File: src/rtl/rnd_mod_gen.sv
// Random-modulus generator: Galois LFSR scaled into [0, N-1] by
// multiplication, delivered through a 2-stage valid/ready pipeline.
module rnd_mod_gen #(
   parameter int            P    = 16,
   parameter int            R    = 2,
   parameter logic [P-1:0]  TAPS = 16'hB400,
   parameter logic [P-1:0]  SEED = 16'hACE1,
   parameter int            CW   = 16
) (
   input  logic          Clk,
   input  logic          Rst,
   input  logic          SeedLoad,
   input  logic [P-1:0]  Seed,
   input  logic [R:0]    Range,
   output logic          Out_Valid,
   input  logic          Out_Ready,
   output logic [R-1:0]  Mod,
   output logic [CW-1:0] Count
);

   localparam int PW = P + R + 1;
   localparam logic [R:0] MAXN = {1'b1, {R{1'b0}}};
   localparam logic [R:0] ONE  = {{R{1'b0}}, 1'b1};

   logic [P-1:0]  lfsr;
   logic [P-1:0]  lfsr_next;
   logic [P-1:0]  seed_eff;
   logic [R:0]    neff;
   logic [PW-1:0] prod_next;
   logic [PW-1:0] prod;
   logic          v1;
   logic          adv1;
   logic          adv2;

   assign adv2 = !Out_Valid || Out_Ready;
   assign adv1 = !v1 || adv2;

   // Zero would lock the LFSR, so fall back to the reset seed.
   assign seed_eff = (Seed == '0) ? SEED : Seed;

   always_comb begin
      lfsr_next = lfsr >> 1;
      if (lfsr[0]) lfsr_next = (lfsr >> 1) ^ TAPS;
   end

   always_comb begin
      neff = Range;
      if (Range == '0) neff = ONE;
      else if (Range > MAXN) neff = MAXN;
   end

   assign prod_next = PW'(lfsr) * PW'(neff);

   always_ff @(posedge Clk or posedge Rst) begin
      if (Rst) begin
         lfsr      <= SEED;
         v1        <= 1'b0;
         prod      <= '0;
         Out_Valid <= 1'b0;
         Mod       <= '0;
         Count     <= '0;
      end else begin
         if (Out_Valid && Out_Ready) Count <= Count + 1'b1;
         if (SeedLoad) begin
            lfsr      <= seed_eff;
            v1        <= 1'b0;
            Out_Valid <= 1'b0;
         end else begin
            if (adv2) begin
               Out_Valid <= v1;
               if (v1) Mod <= R'(prod >> P);
            end
            // Source never stalls: stage 1 refills whenever it may.
            if (adv1) begin
               v1   <= 1'b1;
               prod <= prod_next;
               lfsr <= lfsr_next;
            end
         end
      end
   end

endmodule
File: config.mk
export PLATFORM = sky130hd
export DESIGN_NAME = rnd_mod_gen
export DESIGN_NICKNAME = d
export VERILOG_FILES = /design/src/rtl/rnd_mod_gen.sv
export SDC_FILE = /design/constraint.sdc
export NUM_CORES = 1
export LEC_CHECK = 0
export BUFFER_PORTS_ARGS = -buffer_cell sky130_fd_sc_hd__buf_2
export CORE_MARGIN = 3
export CORE_UTILIZATION = 60
export CTS_CLUSTER_DIAMETER = 150
export DETAILED_ROUTE_END_ITERATION = 8
export GPL_ROUTABILITY_DRIVEN = 0
export HOLD_SLACK_MARGIN = 0.03
export MAX_ROUTING_LAYER = met4
export PLACE_DENSITY = 0.82
export SETUP_SLACK_MARGIN = 0.4
export SLEW_MARGIN = 20
export SYNTH_ARGS = -nofsm -noshare
export SYNTH_HDL_FRONTEND = slang
export SYNTH_SLANG_ARGS = --single-unit
File: constraint.sdc
create_clock -name Clk -period 4.45 [get_ports Clk]
set_input_delay 0.445 -clock Clk [delete_from_list [all_inputs] [get_ports Clk]]
set_output_delay 0.445 -clock Clk [all_outputs]
set_load 0.03 [all_outputs]
==> results of run 1 <==
## power by group through the flow
stage          clock network, W  logic, W  registers [W]
5_1_grt                0.000249  0.000348       0.000465
3_3_place_gp                  0  0.000295       0.000459
4_1_cts                0.000237  0.000308       0.000455
6_report               0.000234  0.000305       0.000456
2_1_floorplan                 0  0.000176       0.000499
3_5_place_dp                  0  0.000307       0.000461
## worst min path at each step
stage / endpoint / from / depth (start not counted)
finish: Mod[0] / Rst / 2
CTS: Count[13] / Rst / 2
global placement: Mod[0] / Rst / 2
global route: Count[14] / Rst / 2
floorplan: prod[17] / prod[17] / 2
detailed placement: Count[13] / Rst / 2
## flip-flops by register name, indices dropped and copies added (netlist names)
signal	cells
Out_Valid	1
v1	1
Mod	2
lfsr	16
prod	2
Count	16
## cells in the final DEF, fill, tap and decap left out, types with 5 or more instances in the layout
| cell | Yosys | final |
|---|---|---|
| fa_1 | 14 | 14 |
| a22oi_1 | 6 | 6 |
| xnor2_1 | 13 | 13 |
| buf_2 | 2 | 41 |
| nand3_1 | 7 | 7 |
| mux2i_1 | 7 | 7 |
| o21ai_0 | 18 | 18 |
| dfrtp_1 | 30 | 30 |
| inv_1 | 32 | 32 |
| and3_1 | 9 | 9 |
| xor2_1 | 5 | 5 |
| a21oi_1 | 9 | 9 |
| nand2_1 | 75 | 75 |
| nor4_1 | 5 | 5 |
| nor2_1 | 7 | 7 |
| ha_1 | 15 | 15 |
| dfstp_2 | 8 | 8 |
| clkbuf_8 | 0 | 5 |
## kinds of logic after synthesis
logic type	synth area share
and+or+nand+nor	0.206
AOI/OAI and AO/OA	0.117
buffers and inverters	0.0623
DFF	0.349
adders and majority gates	0.170
xor gates and xnor gates	0.0573
muxes	0.0377
## routing by layer
metal | vias to the layer above | GRT usage
met5 | - | -
met4 | 0 | 0.0503
met3 | 9 | 0.0342
met2 | 72 | 0.363
met1 | 1074 | 0.345
li1 | 1110 | -
## worst max-delay path: stages
cell	delay, ns
buf_2	0.22
nor2b_1	0.26
buf_4	0.23
nand2_1	0.09
fa_1	0.51
inv_1	0.04
ha_1	0.33
and3_1	0.22
a221oi_2	0.32
nor4_1	0.08
or3_1	0.35
## synth_stat cells (2+ instances only)
cell | number | share of area
mux2i_1 | 7 | 0.025
nor2_1 | 7 | 0.0095
clkbuf_1 | 8 | 0.011
nand4_1 | 2 | 0.0045
o31ai_1 | 2 | 0.0055
mux2_2 | 3 | 0.012
or3_1 | 2 | 0.0045
o211ai_1 | 2 | 0.0055
nor4_1 | 5 | 0.011
xnor2_1 | 13 | 0.041
and3_1 | 9 | 0.020
nand2_1 | 75 | 0.10
a21oi_1 | 9 | 0.016
and4_1 | 4 | 0.013
a21o_1 | 2 | 0.0055
xor2_1 | 5 | 0.016
fa_1 | 14 | 0.10
nand3_1 | 7 | 0.013
and2_1 | 2 | 0.0045
o21ai_0 | 18 | 0.033
buf_2 | 2 | 0.0036
nor2b_1 | 2 | 0.0045
a22oi_1 | 6 | 0.016
dfstp_2 | 8 | 0.076
nand3b_1 | 2 | 0.0055
dfrtp_1 | 30 | 0.27
ha_1 | 15 | 0.068
inv_1 | 32 | 0.044
## metrics by stage
stage	cells	utilization	instance area (sq um)	total power, W
floorplan	307	-	2750	0.000675
global placement	392	0.683	2990	0.000755
detailed placement	392	0.683	2990	0.000768
CTS	400	0.702	3080	0.00100
global route	400	0.702	3080	0.00106
finish	400	0.702	3080	0.000995
## cell type report
class                      instances  area (sq um)  area share
clock buffer                       7          76.3      0.0248
clock inverter                     1          7.51     0.00244
inverter                          32           120      0.0390
multi-input combinational        226          1620       0.526
sequential                        38           961       0.312
tap                               52          65.1      0.0211
timing repair buffer              44           228      0.0740
==> results by stage, run 1 <==
Synth:
- The prevailing post-synth register cell is dfrtp_1.
- A synthesized cell averages 8.97 sq um.
- Of the synthesized area, sequential elements account for 0.349.
- The post-synthesis instance total is 307.
- The share of synthesized flip-flops with an asynchronous set or reset is 1.00.
- After synthesis, the netlist uses 42 different library cells.
- In this run the cell area of the synthesized design comes to 0.00275 sq mm.
- After synthesis the netlist holds a flip-flop and latch count of 38.
- The number of enable-type register cells in the synthesized netlist is 0.
- When the netlist entered floorplanning its net count stood at 359.
- For this run, the number of Yosys warnings is 0.

Power:
- In this run the static leakage power is 1.66 nW.
- The power dissipated by switching net loads is 0.000366 W.
- The relative contribution of sequential cells to total power is 0.458.
- The clock share of power is 0.235.
- The design internal power is 0.000628 W.
- The worst-case IR drop observed on VDD is 0.292 mV.
- Of the total power, combinational logic draws 0.307.
- In this run the power density over the cells is 323 mW/mm^2.
- The net switching fraction of the power is 0.368.

STA:
- Setup violations remaining at the end of the flow were counted as 0.
- The period utilization is 0.661.
- The hold violation total from the final report is 0.
- Headroom to the max-slew limit came out at 0.531.
- In the final timing run, aggregate negative setup slack is 0 ns.
- After layout, the worst setup slack is 1.51 ns.
- Setup repair after global routing left no endpoint under its margin.
- The clock skew after layout is 0.00377 ns.
- Hold timing on the final database bottoms out at a slack of 0.0843 ns.
- The slew at the pin with the worst max-slew slack is 0.704 ns.
- The top achievable clock speed is 340 MHz.
- The minimum clock period is 2.94 ns.
- The max-slew violation count is 0.

Critical path:
- The worst-case reg-to-reg path depth is 8.
- The critical path data arrival time is 3.11 ns.
- Of all nets on the critical path, the largest fanout is 20.
- STA classifies the critical path startpoint as an input pin.
- The critical path launch point is Range[2].
- In this run the critical register-to-register path is launched from lfsr[5].
- The worst register-to-register path ends at prod[16].
- The classification of the worst setup path is in -> reg.
- The worst-case register-to-register setup slack is 1.76 ns.
- The required time at the endpoint of the critical path is 4.62 ns.
- The critical path ends at prod[16].
- The element type at the critical path end is a flop.

Final layout:
- Relative to the synthesized area, the layout overhead comes to 11.8%.
- The final layout net count is 399.
- The share of cells above drive strength 1 is 0.187.
- The layout has 348 filler cells.
- The number of inserted diodes is 0.

Routing:
- The routed design uses 2680 microns of met2 wire.
- For this block, the routed nets add up to 5720 microns of wire.
- The routed length per instance is 14.3 microns.
- The met1 wire length is 2600 microns.
- The count of nets left with antenna violations once routing finished came out at 0.
- The met3 wire length is 383 microns.
- In this run, the number of DRC markers left after iteration 0 of detailed routing was 158.
- The total via count in the routed design is 2265.
- Signal routing reaches up to met4.
- The count of TritonRoute iterations in the first routing pass is 4.
- For this run, design rule violations remaining after detail routing come to 0.
- The routed via count divided by cell count is 5.66.

Clock network:
- The CTS buffer count is 5.
- TritonCTS built the clock tree.
- For this design, the CTS-stage hold fixing added 0 buffers.
- The post-CTS setup buffer count is 0.
- The clock transition at the register clock pins on the worst setup and hold paths after CTS is 0.08 ns.
- The number of levels the H-tree was split into is 2.
- The total clock sinks is 38.
- In this run the clock root is driven by a clkbuf_8.
- The longest clock path from root to sink contains 2 buffers.
- The later pin in the worst-skew pair is clocked with a latency of 0.28 ns.
- The post-CTS resize count is 0.

Global route:
- Entering global routing, the biggest net connects 32 pins.
- The via count of the first global-routing pass is 2171.
- For this run, the total global-route usage over all layers was measured as 0.240.
- The residual overflow from global routing is 0.
- The first global-routing pass estimated 9970 microns of wire.
- The initial antenna violation count is 0.

Floorplan:
- For this configuration, the core starts out at a cell density of 0.628.
- The total area inside the core boundary comes to 0.00438 sq mm.
- The vertical extent of the die is 73.7 microns.
- The horizontal die dimension is 73.7 microns.
- 42 I/O pins were placed.
- The floorplan step defined a die boundary enclosing 0.00544 sq mm.
- The floorplan has 24 rows.

Outcome:
- The run finished with clean final reports.

Flow run:
- Across the run, the number of max-cap violations was 0.

Worst hold path:
- The class of the tightest hold or removal check is in -> async.

Place:
- Port buffering added 41 buffers.
- The placed wire-length estimate is 4530 microns.
- Before CTS, the worst setup slack after placement is 1.23 ns.
No activity file was read; power rests on OpenSTA's default activity.
==> run 2: changes to the inputs <==
Settings changed: CORE_UTILIZATION 60 to 57, PLACE_DENSITY 0.82 to 0.78.
Clock period 4.45 ns to 2.9 ns, I/O delays scaled along.
==> run 2 against run 1 <==
  * Worst hold slack better by 0.012 ns
  * Utilization grew 6.6 points
  * Global-route usage down 0.12 points
  * First-iteration DRC count decreased by 15%
  * Clock power increased by 65%
  * Sequential cell count did not move
  * Worst setup slack worse by 1.1 ns
  * Die area increased by 4.8%
  * Largest cell class unchanged
==> results by stage, run 2 (synthesis results as in run 1) <==
Outcome:
- The flow ran to the end, and the final reports show no timing, DRC or antenna violations.

Floorplan:
- 42 I/O pins were placed.
- For this configuration, the core starts out at a cell density of 0.611.
- The die covers 0.00570 sq mm.
- Measured along the y axis, the die boundary spans 75.5 microns.
- The horizontal die dimension is 75.5 microns.
- The region available for standard cell placement spans 0.00450 sq mm.
- After floorplanning, the core was divided into 24 placement rows.

Critical path:
- The cell family contributing the most delay on the critical path is adder cells.
- The signal on the critical path passes through buf_2 > inv_2 > a21oi_4 > buf_12 > buf_6 > nand2_2 > fa_1 > inv_2 > ha_4 > and4_4 > nand3_2 > o2111a_1 > or3_1.
- The required time at the endpoint of the critical path is 3.08 ns.
- On the critical path, the stage with the largest delay is an instance of fa_1.
- The worst-case reg-to-reg path depth is 8.
- The worst register-to-register path ends at prod[16].
- The worst-case register-to-register setup slack is 0.39 ns.
- The critical path data arrival time is 2.71 ns.
- In this run the worst setup path terminates at prod[16].
- The critical path in this run is classified as in -> reg.
- Counting both buffers and inverters, the worst setup path holds a total of 5.
- The critical path crosses 13 cells after its start point.
- Among the stages of the critical path, the cell type that occurs most often is inv_2.
- The most critical setup path has its startpoint at Range[0].
- The element type at the critical path end is a flop.
- The largest fanout on the critical path is 7.
- The worst flop-to-flop path startpoint is lfsr[11].
- In this design, the stage delay of the slowest critical-path cell is 0.51 ns.
- The startpoint type of the worst setup path is an input pin.

Worst hold path:
- The worst hold path belongs to the class in -> async.

Place:
- The HPWL after detailed placement is 4480 microns.
- The placed instances occupy a cell area of 0.00313 sq mm.
- Buffers placed on the I/O ports in this run total 41.
- Including well taps, the total number of placed cells is 395.

Clock network:
- The number of hold buffers added after CTS is 0.
- The number of levels the H-tree was split into is 2.
- After clock tree synthesis, the clock-pin slew on the worst setup and hold paths is 0.08 ns.
- The CTS buffer count is 5.
- The clock root buffer is clkbuf_8.
- The worst-skew pair later-pin latency is 0.29 ns.
- The clock passes through at most 2 buffers.
- The TritonCTS clock tree is built.
- Clock tree synthesis found a total of 38 sinks.

STA:
- The accumulated negative setup slack is 0 ns.
- Between clock sinks in the finished design, the worst skew comes to 0.00898 ns.
- The number of endpoints failing setup at the final stage is 0.
- The hold violation total from the final report was 0.
- The max-slew violation count was 0.
- Setup repair after global routing could not meet its margin everywhere.
- In this run the tightest slew margin relative to its limit is 0.472.
- The top achievable clock speed is 395 MHz.
- Counting I/O delays and the setup requirement, the final critical path takes 2.53 ns.
- The slew at the pin with the worst max-slew slack is 0.792 ns.
- The period utilization is 0.873.

Final layout:
- The total non-filler cell area in the finished layout is 0.00346 sq mm.
- The library cell used most frequently in the layout, excluding fill and tap cells, is nand2_1.
- After filler insertion, the fill cell instance count of the layout stands at 308.
- Leaving out fill and tap cells, the most frequent cells in the layout are nand2_1, buf_2, dfrtp_1, inv_1, buf_4.
- The finished layout holds 419 standard cells, fillers aside.
- Measured on the finished design, the core utilization comes to 0.768.
- In the final layout, the registers with the most flip-flops are Count (16), lfsr (16).
- The share of cells above drive strength 1 is 0.319.
- The area growth from synthesis to layout is 25.7%.
- The final layout contains 418 nets.
- The number of antenna diodes in the final layout is 0.

Routing:
- In this run, the number of DRC markers left after iteration 0 of detailed routing was 134.
- The routed length per instance is 14.4 microns.
- In the routed layout, each cell is associated on average with a via count of 5.47.
- The pre-antenna-repair detailed-routing pass consisted of 4 iterations.
- The DRC violation count after routing is 0.
- The routed wire length is 6050 microns.
- The total via count in the routed design is 2293.
- The detail route stage leaves a number of antenna-violating nets equal to 0.

Global route:
- The all-layer global routing usage is 0.239.
- The initial antenna violation count is 0.
- The via count of the first global-routing pass was 2230.
- Entering global routing, the biggest net connects 39 pins.
- The first global-routing pass estimated 10200 microns of wire.
- Global routing finished with a remaining overflow of 0.

Power:
- The worst-case IR drop observed on VDD is 0.409 mV.
- For this design the static power due to leakage is 1.77 nW.
- The power density normalized to cell area is 483 mW/mm^2.

Flow run:
- Max-cap violations in this run came to 0.
-- run 2: cell count changes in the layout (fill, tap and decap cells not counted), sizes merged --
cell	previous run	this run
buf	44	63
clkbuf	7	6
clkinv	0	1
-- run 2: final cells by class --
class                      instances  area, sq um  share of cell area
timing repair buffer              63          394               0.114
sequential                        38          961               0.278
tap                               52         65.1              0.0188
clock buffer                       6         82.6              0.0239
multi-input combinational        226         1830               0.527
clock inverter                     2         12.5             0.00362
inverter                          32          120              0.0347
-- run 2: how the worst min path moves through the flow --
stage / slack, ns / cells after the start / to
2_1_floorplan: 0.41 / 2 / lfsr[14]
3_3_place_gp: 0.42 / 3 / Count[7]
3_5_place_dp: 0.43 / 3 / Count[7]
4_1_cts: 0.11 / 3 / prod[16]
5_1_grt: 0.13 / 3 / Count[7]
6_report: 0.1 / 3 / prod[16]
-- run 2: routing by layer --
layer  vias up  GRT usage  part of all wire
met2        46      0.358              0.45
li1       1151          -                 -
met1      1091      0.351              0.51
met3         5     0.0330             0.036
met4         0     0.0447            0.0069
met5         -          -                 0
-- run 2: worst min-delay path: cells and delay by family --
family | cells | cell delay (ns)
buffers and inverters | 3 | 0.54
-- run 2: through the flow --
stage | total power, W | hold WS (ns) | setup WS, ns
4_1_cts | 0.00165 | 0.113 | 0.399
3_3_place_gp | 0.00120 | 0.420 | 0.105
3_5_place_dp | 0.00122 | 0.427 | 0.0723
5_1_grt | 0.00178 | 0.135 | 0.247
6_report | 0.00167 | 0.0967 | 0.369
2_1_floorplan | 0.00107 | 0.411 | 0.290
-- run 2: power breakdown --
part | internal (W) | switching, W
Clock | 0.000191 | 0.000193
Sequential | 0.000611 | 0.0000809
Combinational | 0.000255 | 0.000340
-- run 2: what timing repair did --
| item | 4_1_cts | 5_1_grt |
|---|---|---|
| pin swaps | 11 | 6 |
| buffers inserted | 12 | 4 |
| cloned | 0 | 0 |
| endpoints found under the setup margin | 2 | 2 |
| gates resized for setup | 8 | 15 |
